$ cat config.mk
export PLATFORM = sky130hd
export DESIGN_NAME = seg_scan_driver
export DESIGN_NICKNAME = d
export VERILOG_FILES = /design/src/rtl/seg_pkg.sv /design/src/rtl/seg_scan_driver_hex_to_seg.sv /design/src/rtl/seg_scan_driver.sv
export SDC_FILE = /design/constraint.sdc
export NUM_CORES = 1
export LEC_CHECK = 0
export BUFFER_PORTS_ARGS = -buffer_cell sky130_fd_sc_hd__buf_2
export CORE_MARGIN = 2
export CORE_UTILIZATION = 45
export CTS_CLUSTER_DIAMETER = 120
export CTS_CLUSTER_SIZE = 25
export DETAILED_ROUTE_END_ITERATION = 8
export GPL_TIMING_DRIVEN = 0
export RECOVER_POWER = 25
export SETUP_SLACK_MARGIN = 0.15
export SLEW_MARGIN = 20
export SYNTH_ARGS = -nofsm -noshare
export SYNTH_HDL_FRONTEND = slang
export SYNTH_SLANG_ARGS = --single-unit
$ cat constraint.sdc
create_clock -name clk -period 2.8 [get_ports clk]
set_clock_uncertainty 0.1 [all_clocks]
set_input_delay 0.42 -clock clk [delete_from_list [all_inputs] [get_ports clk]]
set_output_delay 0.42 -clock clk [all_outputs]
set_load 0.01 [all_outputs]
$ cat src/rtl/seg_pkg.sv
// seg_pkg: shared types, abcdefg hex table and divider helper for the 7-segment scan driver
package seg_pkg;

    typedef enum logic {DEAD, SHOW} phase_e;

    // Segment value for "no segment lit", before the output polarity is applied.
    localparam logic [6:0] SEG_OFF = 7'b0000000;

    // Active-high abcdefg patterns (bit 6 = a). Index 15 is first in the concatenation.
    localparam logic [15:0][6:0] SEG_TABLE = {
        7'b1000111, 7'b1001111, 7'b0111101, 7'b1001110,
        7'b0011111, 7'b1110111, 7'b1110011, 7'b1111111,
        7'b1110000, 7'b1011111, 7'b1011011, 7'b0110011,
        7'b1111001, 7'b1101101, 7'b0110000, 7'b1111110
    };

    function automatic int calc_div(int clk_hz, int refresh_hz, int n);
        return clk_hz / (refresh_hz * n);
    endfunction

endpackage

$ cat src/rtl/seg_scan_driver_hex_to_seg.sv
// hex_to_seg: combinational nibble to active-high abcdefg decoder
//   nib in  [3:0] hex digit
//   seg out [6:0] segments, bit 6 = a ... bit 0 = g
module hex_to_seg
    import seg_pkg::*;
(
    input  logic [3:0] nib,
    output logic [6:0] seg
);
    assign seg = SEG_TABLE[nib];
endmodule

$ cat src/rtl/seg_scan_driver.sv
// seg_scan_driver: time-multiplexed N-digit 7-segment driver with double buffering and dead-time
//   clk, rst          clock and synchronous active-high reset
//   value, dp_in      hex digits (digit 0 = [3:0]) and per-digit decimal points
//   load              strobe capturing value/dp_in into the pending buffer
//   blank_en          level forcing the display dark
//   upd_done          pulse when a new frame value reaches the display register
//   seg, dp, an       registered board pins, polarity set by ACTIVE_LOW
module seg_scan_driver
    import seg_pkg::*;
#(
    parameter int NUM_DIGITS  = 4,
    parameter int CLK_HZ      = 100_000_000,
    parameter int REFRESH_HZ  = 1000,
    parameter int DEAD_CYCLES = 64,
    parameter int LZ_BLANK    = 0,
    parameter int ACTIVE_LOW  = 1
) (
    input  logic                    clk,
    input  logic                    rst,
    input  logic [4*NUM_DIGITS-1:0] value,
    input  logic [NUM_DIGITS-1:0]   dp_in,
    input  logic                    load,
    input  logic                    blank_en,
    output logic                    upd_done,
    output logic [6:0]              seg,
    output logic                    dp,
    output logic [NUM_DIGITS-1:0]   an
);
    localparam int   DIV = calc_div(CLK_HZ, REFRESH_HZ, NUM_DIGITS);
    localparam int   CW  = DIV > 1 ? $clog2(DIV) : 1;
    localparam int   IW  = NUM_DIGITS > 1 ? $clog2(NUM_DIGITS) : 1;
    localparam logic POL = ACTIVE_LOW != 0;

    logic [CW-1:0]           cnt_q, cnt_d;
    logic [IW-1:0]           idx_q, idx_d;
    logic [4*NUM_DIGITS-1:0] disp_q, disp_d, pend_q, pend_d;
    logic [NUM_DIGITS-1:0]   disp_dp_q, disp_dp_d, pend_dp_q, pend_dp_d;
    logic                    pend_v_q, pend_v_d, upd_done_q, upd_done_d;
    logic [6:0]              seg_q, seg_d, dec;
    logic                    dp_q, dp_d;
    logic [NUM_DIGITS-1:0]   an_q, an_d, lz;
    logic                    last_slot, boundary, all_zero, lit;
    phase_e                  phase;

    hex_to_seg u_dec (.nib(disp_q[4*idx_q +: 4]), .seg(dec));

    always_comb begin
        last_slot  = cnt_q == CW'(DIV - 1);
        boundary   = last_slot && idx_q == IW'(NUM_DIGITS - 1);
        cnt_d      = last_slot ? '0 : cnt_q + 1'b1;
        idx_d      = !last_slot ? idx_q : boundary ? '0 : idx_q + 1'b1;
        pend_d     = load ? value : pend_q;
        pend_dp_d  = load ? dp_in : pend_dp_q;
        pend_v_d   = !boundary && (load || pend_v_q);
        // A load on the frame boundary wins over (and discards) any older pending value.
        disp_d     = !boundary ? disp_q : load ? value : pend_v_q ? pend_q : disp_q;
        disp_dp_d  = !boundary ? disp_dp_q : load ? dp_in : pend_v_q ? pend_dp_q : disp_dp_q;
        upd_done_d = boundary && (load || pend_v_q);
        // lz[i] is set when digit i and every digit above it are zero.
        lz       = '0;
        all_zero = 1'b1;
        for (int i = NUM_DIGITS - 1; i > 0; i--) begin
            all_zero = all_zero && disp_q[4*i +: 4] == 4'h0;
            lz[i]    = all_zero;
        end
        phase = cnt_q < CW'(DEAD_CYCLES) ? DEAD : SHOW;
        lit   = phase == SHOW && !blank_en && !(LZ_BLANK != 0 && lz[idx_q]);
        seg_d = (lit ? dec : SEG_OFF) ^ {7{POL}};
        dp_d  = (lit && disp_dp_q[idx_q]) ^ POL;
        an_d  = (lit ? NUM_DIGITS'(1) << idx_q : '0) ^ {NUM_DIGITS{POL}};
    end

    always_ff @(posedge clk) begin
        if (rst) begin
            cnt_q      <= '0;
            idx_q      <= '0;
            disp_q     <= '0;
            disp_dp_q  <= '0;
            pend_q     <= '0;
            pend_dp_q  <= '0;
            pend_v_q   <= 1'b0;
            upd_done_q <= 1'b0;
            seg_q      <= {7{POL}};
            dp_q       <= POL;
            an_q       <= {NUM_DIGITS{POL}};
        end else begin
            cnt_q      <= cnt_d;
            idx_q      <= idx_d;
            disp_q     <= disp_d;
            disp_dp_q  <= disp_dp_d;
            pend_q     <= pend_d;
            pend_dp_q  <= pend_dp_d;
            pend_v_q   <= pend_v_d;
            upd_done_q <= upd_done_d;
            seg_q      <= seg_d;
            dp_q       <= dp_d;
            an_q       <= an_d;
        end
    end

    assign upd_done = upd_done_q;
    assign seg      = seg_q;
    assign dp       = dp_q;
    assign an       = an_q;
endmodule

# --- Yosys cells after proc, flatten, opt, wreduce, memory -nomap -nowiden ---
# Memories as Yosys holds them, arrays and structs flattened.
# Index checks and enable logic that the tools add are counted.
# W data, S select, Z words.
totals:
  reg_bits: 71
  mem_bits_ro: 112
  input_bits: 24
  n_memories: 1
memory_table:
  columns: ["memory", "words", "width", "rd", "rd_clocked_by_memory_dff", "write_ports", "line", "source"]
  rows:
  - ["(no name shown)", 16, 7, 1, 0, 0, "seg_scan_driver_hex_to_seg.sv:10", "assign seg = SEG_TABLE[nib];"]
op_classes:
  addsub: 2
  magnitude_cmp: 3
  eq_ne: 2
  shift: 2
  muxes: 11
  bitwise_logic: 3
  n_reduce_logical: 11
op_table:
  columns: ["op", "n"]
  rows:
  - ["$mux W16", 2]
  - ["$shiftx A16 B5 Y4", 1]
  - ["$add A15 B1 Y15 const B", 1]
  - ["$eq A15 B15 Y1 const B", 1]
  - ["$lt A15 B7 Y1 const B", 1]
  - ["$mux W7", 2]
  - ["$mux W4", 3]
  - ["$not A7 Y7", 1]
  - ["$logic_and A1 B1 Y1", 5]
  - ["$lt A4 B5 Y1 const B", 1]
  - ["$not A4 Y4", 1]
  - ["$shl A1 B2 Y4 const A", 1]
  - ["$lt A2 B3 Y1 const B", 1]
  - ["$add A2 B1 Y2 const B", 1]
  - ["$bmux W1 S2", 1]
  - ["$eq A2 B2 Y1 const B", 1]
  - ["$logic_not A1 Y1", 2]
  - ["$mux W1", 2]
  - ["$mux W2", 1]
  - ["$reduce_and A2 Y1", 1]
  - ["$reduce_bool A2 Y1", 1]
  - ["$reduce_or A2 Y1", 1]
  - ["$logic_or A1 B1 Y1", 1]
  - ["$not A1 Y1", 1]

# --- Depth between registers and ports, before layout ---
# Gate-level depths: netlist (run 1).
logic_depth:
  depth_word: 5
  mapped_depth: 7
  ltp_nobuf: 6

# --- Cells and area by module ---
# From an unflattened synthesis (run 1), not the netlist that was laid out.
hier_totals:
  hier_cells: 312
  hier_area_um2: 3190.6
by_module_without_submodules:
  columns: ["mod", "instances", "cells_per_inst", "area_each_um2"]
  rows:
  - ["seg_scan_driver", 1, 271, 2906.5]
  - ["hex_to_seg", 1, 41, 284.0]

# --- Worst setup path after synthesis (run 1) ---
# No wires, ideal clock.
synth_timing:
  kind: "reg2reg"
  start: "register idx_q[0]"
  end: "register seg_q[3] (netlist: seg[3])"
  setup_ns: 0.087
  t_arrival_ns: 1.924
  t_required_ns: 2.613
  setup_slack_ns: 0.689
  path_stages_with_launch: 8
  synth_period_minus_slack_ns: 2.111
  cell_sequence: "dfxtp_1 > buf_2 > mux4_2 > inv_1 > ha_1 > nor2b_1 > a211oi_1 > o31ai_1"
synth_between:
  elab_chain_len: 5
synth_rtl:
  columns: ["item", "line", "source"]
  rows:
  - ["from (decl)", "seg_scan_driver.sv:35", "logic [IW-1:0] idx_q, idx_d;"]
  - ["from (signal assigned)", "seg_scan_driver.sv:88", "idx_q <= idx_d;"]
  - ["$shiftx A16 B5 Y4", "seg_scan_driver.sv:45", "hex_to_seg u_dec (.nib(disp_q[4*idx_q +: 4]), .seg(dec));"]
  - ["$mem_v2 Z16 W7", null, null]
  - ["$mux W7 (not written as such)", "seg_scan_driver_hex_to_seg.sv:10", null]
  - ["$mux W7", "seg_scan_driver.sv:68", "seg_d = (lit ? dec : SEG_OFF) ^ {7{POL}};"]
  - ["$not A7 Y7 (no source line)", null, null]
  - ["to (signal assigned)", "seg_scan_driver.sv:83", "seg_q <= {7{POL}};"]
  - ["to (signal assigned)", "seg_scan_driver.sv:95", "seg_q <= seg_d;"]
  - ["to (decl)", "seg_scan_driver.sv:39", "logic [6:0] seg_q, seg_d, dec;"]
# Every way passes these cells. The select of a mux whose other input is x is not followed.
# A chain may end at the register's enable or synchronous reset.

# --- Worst setup path in the final report (run 1) ---
# Same ends and word-level chain as after synthesis.

==> results of run 1 <==
-- cell type report --
type                            instances  area share
Tap cell                               96      0.0328
Buffer                                 16      0.0209
Inverter                                9     0.00924
Multi-Input combinational cell        207       0.452
Timing Repair Buffer                   34      0.0421
Sequential cell                        71       0.389
Clock buffer                           10      0.0376
Clock inverter                          6      0.0164
-- through the flow --
stage	setup WS (ns)	total power [mW]	hold slack, ns	utilization
final	0.404	1.93	0.226	0.535
after global placement	0.454	1.15	0.332	0.509
after CTS	0.407	1.96	0.219	0.538
after detailed placement	0.428	1.15	0.344	0.509
after floorplan	0.689	1.11	0.317	-
after global routing	0.238	2.01	0.231	0.535
-- state kept, by name, indices dropped and copies added (netlist names) --
signal and cells:
disp_q 16, dp 1, disp_dp_q 4, upd_done 1
pend_v_q 1, an 4, pend_q 16, pend_dp_q 4
seg 7, cnt_q 15, idx_q 2
-- cells in the final DEF, fill, tap and decap left out, drive strengths merged, types with 4 or more instances in the layout --
| cell | synthesis | final |
|---|---|---|
| xnor2 | 5 | 5 |
| ha | 10 | 10 |
| inv | 9 | 9 |
| nor2 | 40 | 40 |
| mux2i | 21 | 21 |
| a21oi | 7 | 7 |
| dfxtp | 71 | 71 |
| nand3 | 9 | 9 |
| nand2 | 14 | 14 |
| clkbuf | 12 | 35 |
| o21ai | 4 | 4 |
| o211ai | 4 | 4 |
| mux2 | 22 | 22 |
| xor2 | 9 | 9 |
| mux4 | 6 | 6 |
| buf | 4 | 25 |
| nor2b | 19 | 19 |
-- final timing paths --
| path | from | end | slack (ns) |
|---|---|---|---|
| worst max-delay path | idx_q[0] | seg[3] | 0.40 |
| worst min-delay path | blank_en | seg[4] | 0.23 |
| worst max register to register | idx_q[0] | seg[3] | 0.40 |
| worst min register to register | cnt_q[0] | cnt_q[0] | 0.35 |
-- logic make-up (layout without fill, tap and decap cells) --
group / count (synthesis) / in the layout / synth area share
simple gates: 108 / 108 / 0.175
mux: 49 / 49 / 0.210
fa+ha+maj: 10 / 10 / 0.0393
flops: 71 / 71 / 0.446
xor+xnor: 14 / 14 / 0.0385
buf+inv: 25 / 75 / 0.0346
compound gates: 26 / 26 / 0.0566
-- per-layer routing --
metal  GRT usage  vias up  wire, um
met5           0        -         0
met4      0.0634        0        45
met3      0.0584        4       231
met2       0.260       35      2660
met1       0.217     1026      3020
li1            -     1136         -
-- worst max-delay path: cells and delay by family (launching register included) --
family | cells | cell delay, ns
mux | 1 | 0.64
simple gates | 1 | 0.14
compound gates | 2 | 0.30
flops | 1 | 0.41
buf+inv | 2 | 0.43
fa+ha+maj | 1 | 0.29
-- synth_stat cells, drive strengths merged (3+ instances only) --
| cell type | number | area [um^2] |
|---|---|---|
| nor2 | 40 | 150 |
| buf | 4 | 31.3 |
| clkbuf | 12 | 45.0 |
| mux2i | 21 | 210 |
| xor2 | 9 | 78.8 |
| nor2b | 19 | 119 |
| and3 | 3 | 18.8 |
| dfxtp | 71 | 1420 |
| o21ai | 4 | 20.0 |
| nand3 | 9 | 45.0 |
| nand2 | 14 | 52.6 |
| inv | 9 | 33.8 |
| mux2 | 22 | 323 |
| nor3b | 3 | 22.5 |
| mux4 | 6 | 135 |
| a21oi | 7 | 35.0 |
| o211ai | 4 | 30.0 |
| nor3 | 3 | 20.0 |
| or4 | 3 | 30.0 |
| ha | 10 | 125 |
| xnor2 | 5 | 43.8 |
| or3 | 3 | 18.8 |
-- power groups by stage --
stage | Combinational, mW | Sequential [mW] | Clock, mW
after global routing | 0.0942 | 1.04 | 0.877
after detailed placement | 0.0847 | 1.06 | 0
after CTS | 0.0852 | 1.04 | 0.838
final | 0.0829 | 1.04 | 0.810
after floorplan | 0.0553 | 1.06 | 0
after global placement | 0.0842 | 1.06 | 0
==> results.md, run 1 <==
* Final period util at 0.856
* TritonRoute pass-1 iters at 4
* Starting Density at 0.466
* Layout cell share with drive strength beyond 1 at 0.212
* Final setup violation count at 0
* Synth Cell Area at ~3200 um^2
* Leak at between 1.5 and 2 nW
* DR vias at roughly 2,200
* Total Wirelength at just under 6000 um
* Synth Net Count at around 340
* Die area at roughly 8000 um^2
* Combinational fraction of design power at 0.043
* HPWL after DPL at roughly 4300 um
* IO buf count at 34
* Status: finished, final reports clean
* Cts bufs inserted at 9
* CTS tree: built
* Fmax at around 420 MHz
* Core area at 6830 um^2
* R2R cell count at 7
* Post-CTS Hold Fix Bufs at 0
* FF/Latch Area at about 1400 um^2
* # rows at 30
* Post-synthesis sequential area ratio at 0.446
* CP arrival at approximately 2.6 ns
* GR Overflow Total at 0
* Cell count after synthesis at 303
* Post-CTS Resized at 0
* Async SR Flop Fraction at 0
* Largest stage delay on the critical path at 0.64 ns
* Max Slew Vio Count at 0
* # fillers at 658
* Worst setup SP type: flop
* Sw frac at 0.224
* WS Path Type: flop to flop
* GPL Wtd Cong at between 0.7 and 0.8
* Finished Layout Cells at 449
* Crit path cell chain: buf_2 -> mux4_2 -> inv_1 -> ha_1 -> nor2b_1 -> a211oi_1 -> o31ai_1
* Crit Path Max Fanout at 10
* Hold Path Cell Cnt at 3
* RSZ-0062 raised after global routing: false
* Critical path's slowest cell: mux4_2
* Worst-Margin Slew at 0.744 ns
* # diodes at 0
* GRT Util Overall at 0.168
* Worst setup EP type: flop
* First-pass GRT wire length at slightly below 10,000 um
* Die Ht at about 88 um
* Largest vdd supply drop at about 330 uV
* Final min period at between 2 and 2.5 ns
* Vias in the first global route at between 2,000 and 2,500
* Mean Syn Cell Area at between 10 and 15 um^2
* Switching power at around 0.43 mW
* Clock sinks at ~70
* Die Width at roughly 90 um
* Synth cell types at 41
* Clock share of power at 0.419
* Footprint of the multi-input gates at between 1500 and 2000 um^2
* Clock-pin slew on the worst setup and hold paths at approximately 0.070 ns
* H-tree depth at 3
* WP data required at a little under 3 ns
* Largest net degree at the start of global routing at 13
* Initial antenna violation count at 0
* Maximum clock path buffer count at 2
* YS warnings at 0
* TNS Setup at 0 ns
* DR iter-0 viols at 86
* #FFs+latches synth at 71
* Pint at between 1 and 1.5 mW
* # DRC at 0
* IO Pins at 37
* Cell Area, Placed at about 3500 um^2
* Reg power frac at 0.538
* ANT nets after route at 0
* Vias per inst at roughly 4.9
* Drt wl/cell at 13.3 um
* Clk Tree Root Cell: clkbuf_8
* Final Cell Area at 3660 um^2
* Number of max-cap violations at 0
* Power per cell area at 528 nW/um^2
* Top FF cell, synth: dfxtp_1
* Area Overhead vs Synth at 14.8%
* Hold WC Path Type: input port to flop
* Clk_lat worst skew at 0.35 ns
* Post-synth EDFFs at 0
* Max_slew headroom at 0.504
* Nets at between 300 and 400
* Post-CTS Setup Bufs at 0
* Placed Cells at between 400 and 500
* Final Hold Viols at 0
Power figures use the tool's default switching activity.
==> run 2, diff against run 1 <==
--- a/config.mk
+++ b/config.mk
@@ -13,6 +13,7 @@
 export DETAILED_ROUTE_END_ITERATION = 8
 export GPL_TIMING_DRIVEN = 0
 export RECOVER_POWER = 25
+export REMOVE_ABC_BUFFERS = 1
 export SETUP_SLACK_MARGIN = 0.15
 export SLEW_MARGIN = 20
 export SYNTH_ARGS = -nofsm -noshare
==> run 2 against run 1 <==
  * Worst hold slack better by 0.028 ns
  * Power up 1.1%
  * Combinational power down 5.8%
  * First-iteration DRC count up 3.5%
  * Final cell count down 2.9%
  * Sequential share of layout area up 0.17 points
  * Setup slack better by 0.16 ns
  * Critical path type unchanged
  * Critical endpoint unchanged
  * Largest power group unchanged
==> results.md, run 2 (synthesis results as in run 1) <==
* IO Pins at 37 (unchanged)
* Maximum clock path buffer count at 2 (unchanged)
* Reg power frac at 0.532 (-0.006)
* Vias in the first global route at 2,048 (-2.2%)
* ANT nets after route at 0 (unchanged)
* DR vias at 2,149 (-2.4%)
* HPWL after DPL at 3850 um (-10%)
* Wire length on met3 at 189 um (-18%)
* Core area at 6830 um^2 (unchanged)
* Number of max-cap violations at 0 (unchanged)
* R2R cell count at 6 (-1)
* Die area at 7770 um^2 (unchanged)
* Total Wirelength at 5640 um (-5.4%)
* H-tree depth at 3 (unchanged)
* Fmax at 447 MHz (+7.0%)
* Drt wl/cell at 12.9 um (-2.6%)
* Final min period at 2.24 ns (-0.157 ns)
* CP arrival at 2.33 ns (-0.22 ns)
* Sw frac at 0.239 (+0.0152)
* CTS tree: built
* Vias per inst at 4.93 (+0.55%)
* DR iter-0 viols at 89 (+3.5%)
* Crit Path Max Fanout at 13 (+3)
* Finished Core Util at 0.534 (-0.00183)
* Clk_lat worst skew at 0.35 ns (about the same)
* Cts bufs inserted at 9 (unchanged)
* Final WS setup at 0.561 ns (+0.157 ns)
* Final period util at 0.800 (-0.0561)
* M1 WL at 2980 um (-1.3%)
* Nets at 369 (-3.4%)
* Initial antenna violation count at 0 (unchanged)
* Switching power at 0.467 mW (+8.0%)
* Die Width at 88.1 um (unchanged)
* GR Overflow Total at 0 (unchanged)
* Post-CTS Hold Fix Bufs at 0 (unchanged)
* Starting Density at 0.466 (unchanged)
* # diodes at 0 (unchanged)
* GRT Util Overall at 0.162 (-0.00611)
* Largest net degree at the start of global routing at 48 (+35)
* Area Overhead vs Synth at 14.4%
* Most common cell after layout, fill and taps aside: dfxtp_1
* Final Hold Viols at 0 (unchanged)
* Largest stage delay on the critical path at 0.65 ns (about the same)
* Post-CTS Resized at 0 (unchanged)
* Clock share of power at 0.428 (+0.009)
* Routed wl met2 at 2390 um (-10%)
* Max_slew headroom at 0.438 (-0.0660)
* Finished Layout Cells at 436 (-2.9%)
* Leak at 1.52 nW (+0.14%)
* Final setup violation count at 0 (unchanged)
* Most frequent cells in the layout: dfxtp_1, nor2_1, buf_2, mux2i_1, mux2_4
* WS Path Type: flop to flop
* Layout cell share with drive strength beyond 1 at 0.265 (+0.0522)
* WP data required at 2.89 ns (-0.06 ns)
* Crit path cell chain: mux4_2 -> inv_1 -> ha_1 -> nand2b_1 -> a21oi_1 -> o31ai_1
* First-pass GRT wire length at 9590 um (-2.7%)
* Power per cell area at 536 nW/um^2 (+1.4%)
* IO buf count at 36 (+5.9%)
* Clock sinks at 71 (unchanged)
* Worst setup SP type: flop
* # rows at 30 (unchanged)
* Worst setup EP type: flop
* Clock-pin slew on the worst setup and hold paths at 0.09 ns (+0.02 ns)
* Top Registers: disp_q x16, pend_q x16, cnt_q x15
* Worst-Margin Slew at 0.839 ns (+0.0944 ns)
* # DRC at 0 (unchanged)
* Post-CTS Setup Bufs at 0 (unchanged)
* Overall power at 1.95 mW (+1.1%)
* Critical path's slowest cell: mux4_2
* RSZ-0062 raised after global routing: false
* Hold WC Path Type: input port to flop
* Max Slew Vio Count at 0 (unchanged)
* Combinational fraction of design power at 0.040 (-0.003)
* Pint at 1.49 mW (-0.90%)
* TritonRoute pass-1 iters at 4 (unchanged)
* Pre-CTS setup slack at 0.355 ns (-0.0725 ns)
* Die Ht at 88.1 um (unchanged)
* GPL Wtd Cong at 0.801 (+0.93%)
* Max Used Layer: met4
* Hold Path Cell Cnt at 3 (unchanged)
* Largest vdd supply drop at 342 uV (+4.1%)
* Status: finished, final reports clean
* Placed Cells at 420 (-3.0%)
* Clk Tree Root Cell: clkbuf_8
run 2: critical path, delay by kind of cell, from the launching register on:
kind / cells / cell delay (ns)
buf+inv: 1 / 0.15
fa+ha+maj: 1 / 0.28
mux: 1 / 0.65
flops: 1 / 0.53
compound gates: 2 / 0.22
simple gates: 1 / 0.16
run 2: power by group through the flow:
stage / clock network (mW) / logic, mW / registers, mW
floorplan: 0 / 0.0390 / 1.06
global placement: 0 / 0.0774 / 1.06
detailed placement: 0 / 0.0796 / 1.06
CTS: 0.855 / 0.0798 / 1.04
global route: 0.892 / 0.0884 / 1.04
finish: 0.836 / 0.0781 / 1.04
run 2: metal layers:
layer	global-route usage	vias up
li1	-	1113
met1	0.224	997
met2	0.239	32
met3	0.0471	7
met4	0.0620	0
met5	0	-
run 2: final timing paths:
| path | start | end | slack, ns |
|---|---|---|---|
| worst max-delay path | idx_q[0] | seg[3] | 0.56 |
| worst min-delay path | dp_in[3] | pend_dp_q[3] | 0.25 |
| worst max register to register | idx_q[0] | seg[3] | 0.56 |
| worst min register to register | cnt_q[0] | cnt_q[0] | 0.35 |
run 2: layout make-up:
class	instances	area [um^2]
clock buffer	9	124
clock inverter	7	80.1
fill	627	3190
inverter	9	33.8
multi-input combinational	207	1660
sequential	71	1420
tap	96	120
timing repair buffer	37	200
run 2: per-stage QoR:
stage                     TNS [ns]  hold slack (ns)  area [um^2]
after floorplan                  0            0.318         3110
after global placement       -7.04            0.330         3410
after detailed placement         0            0.342         3440
after CTS                        0            0.245         3640
after global routing             0            0.261         3640
final                            0            0.255         3640
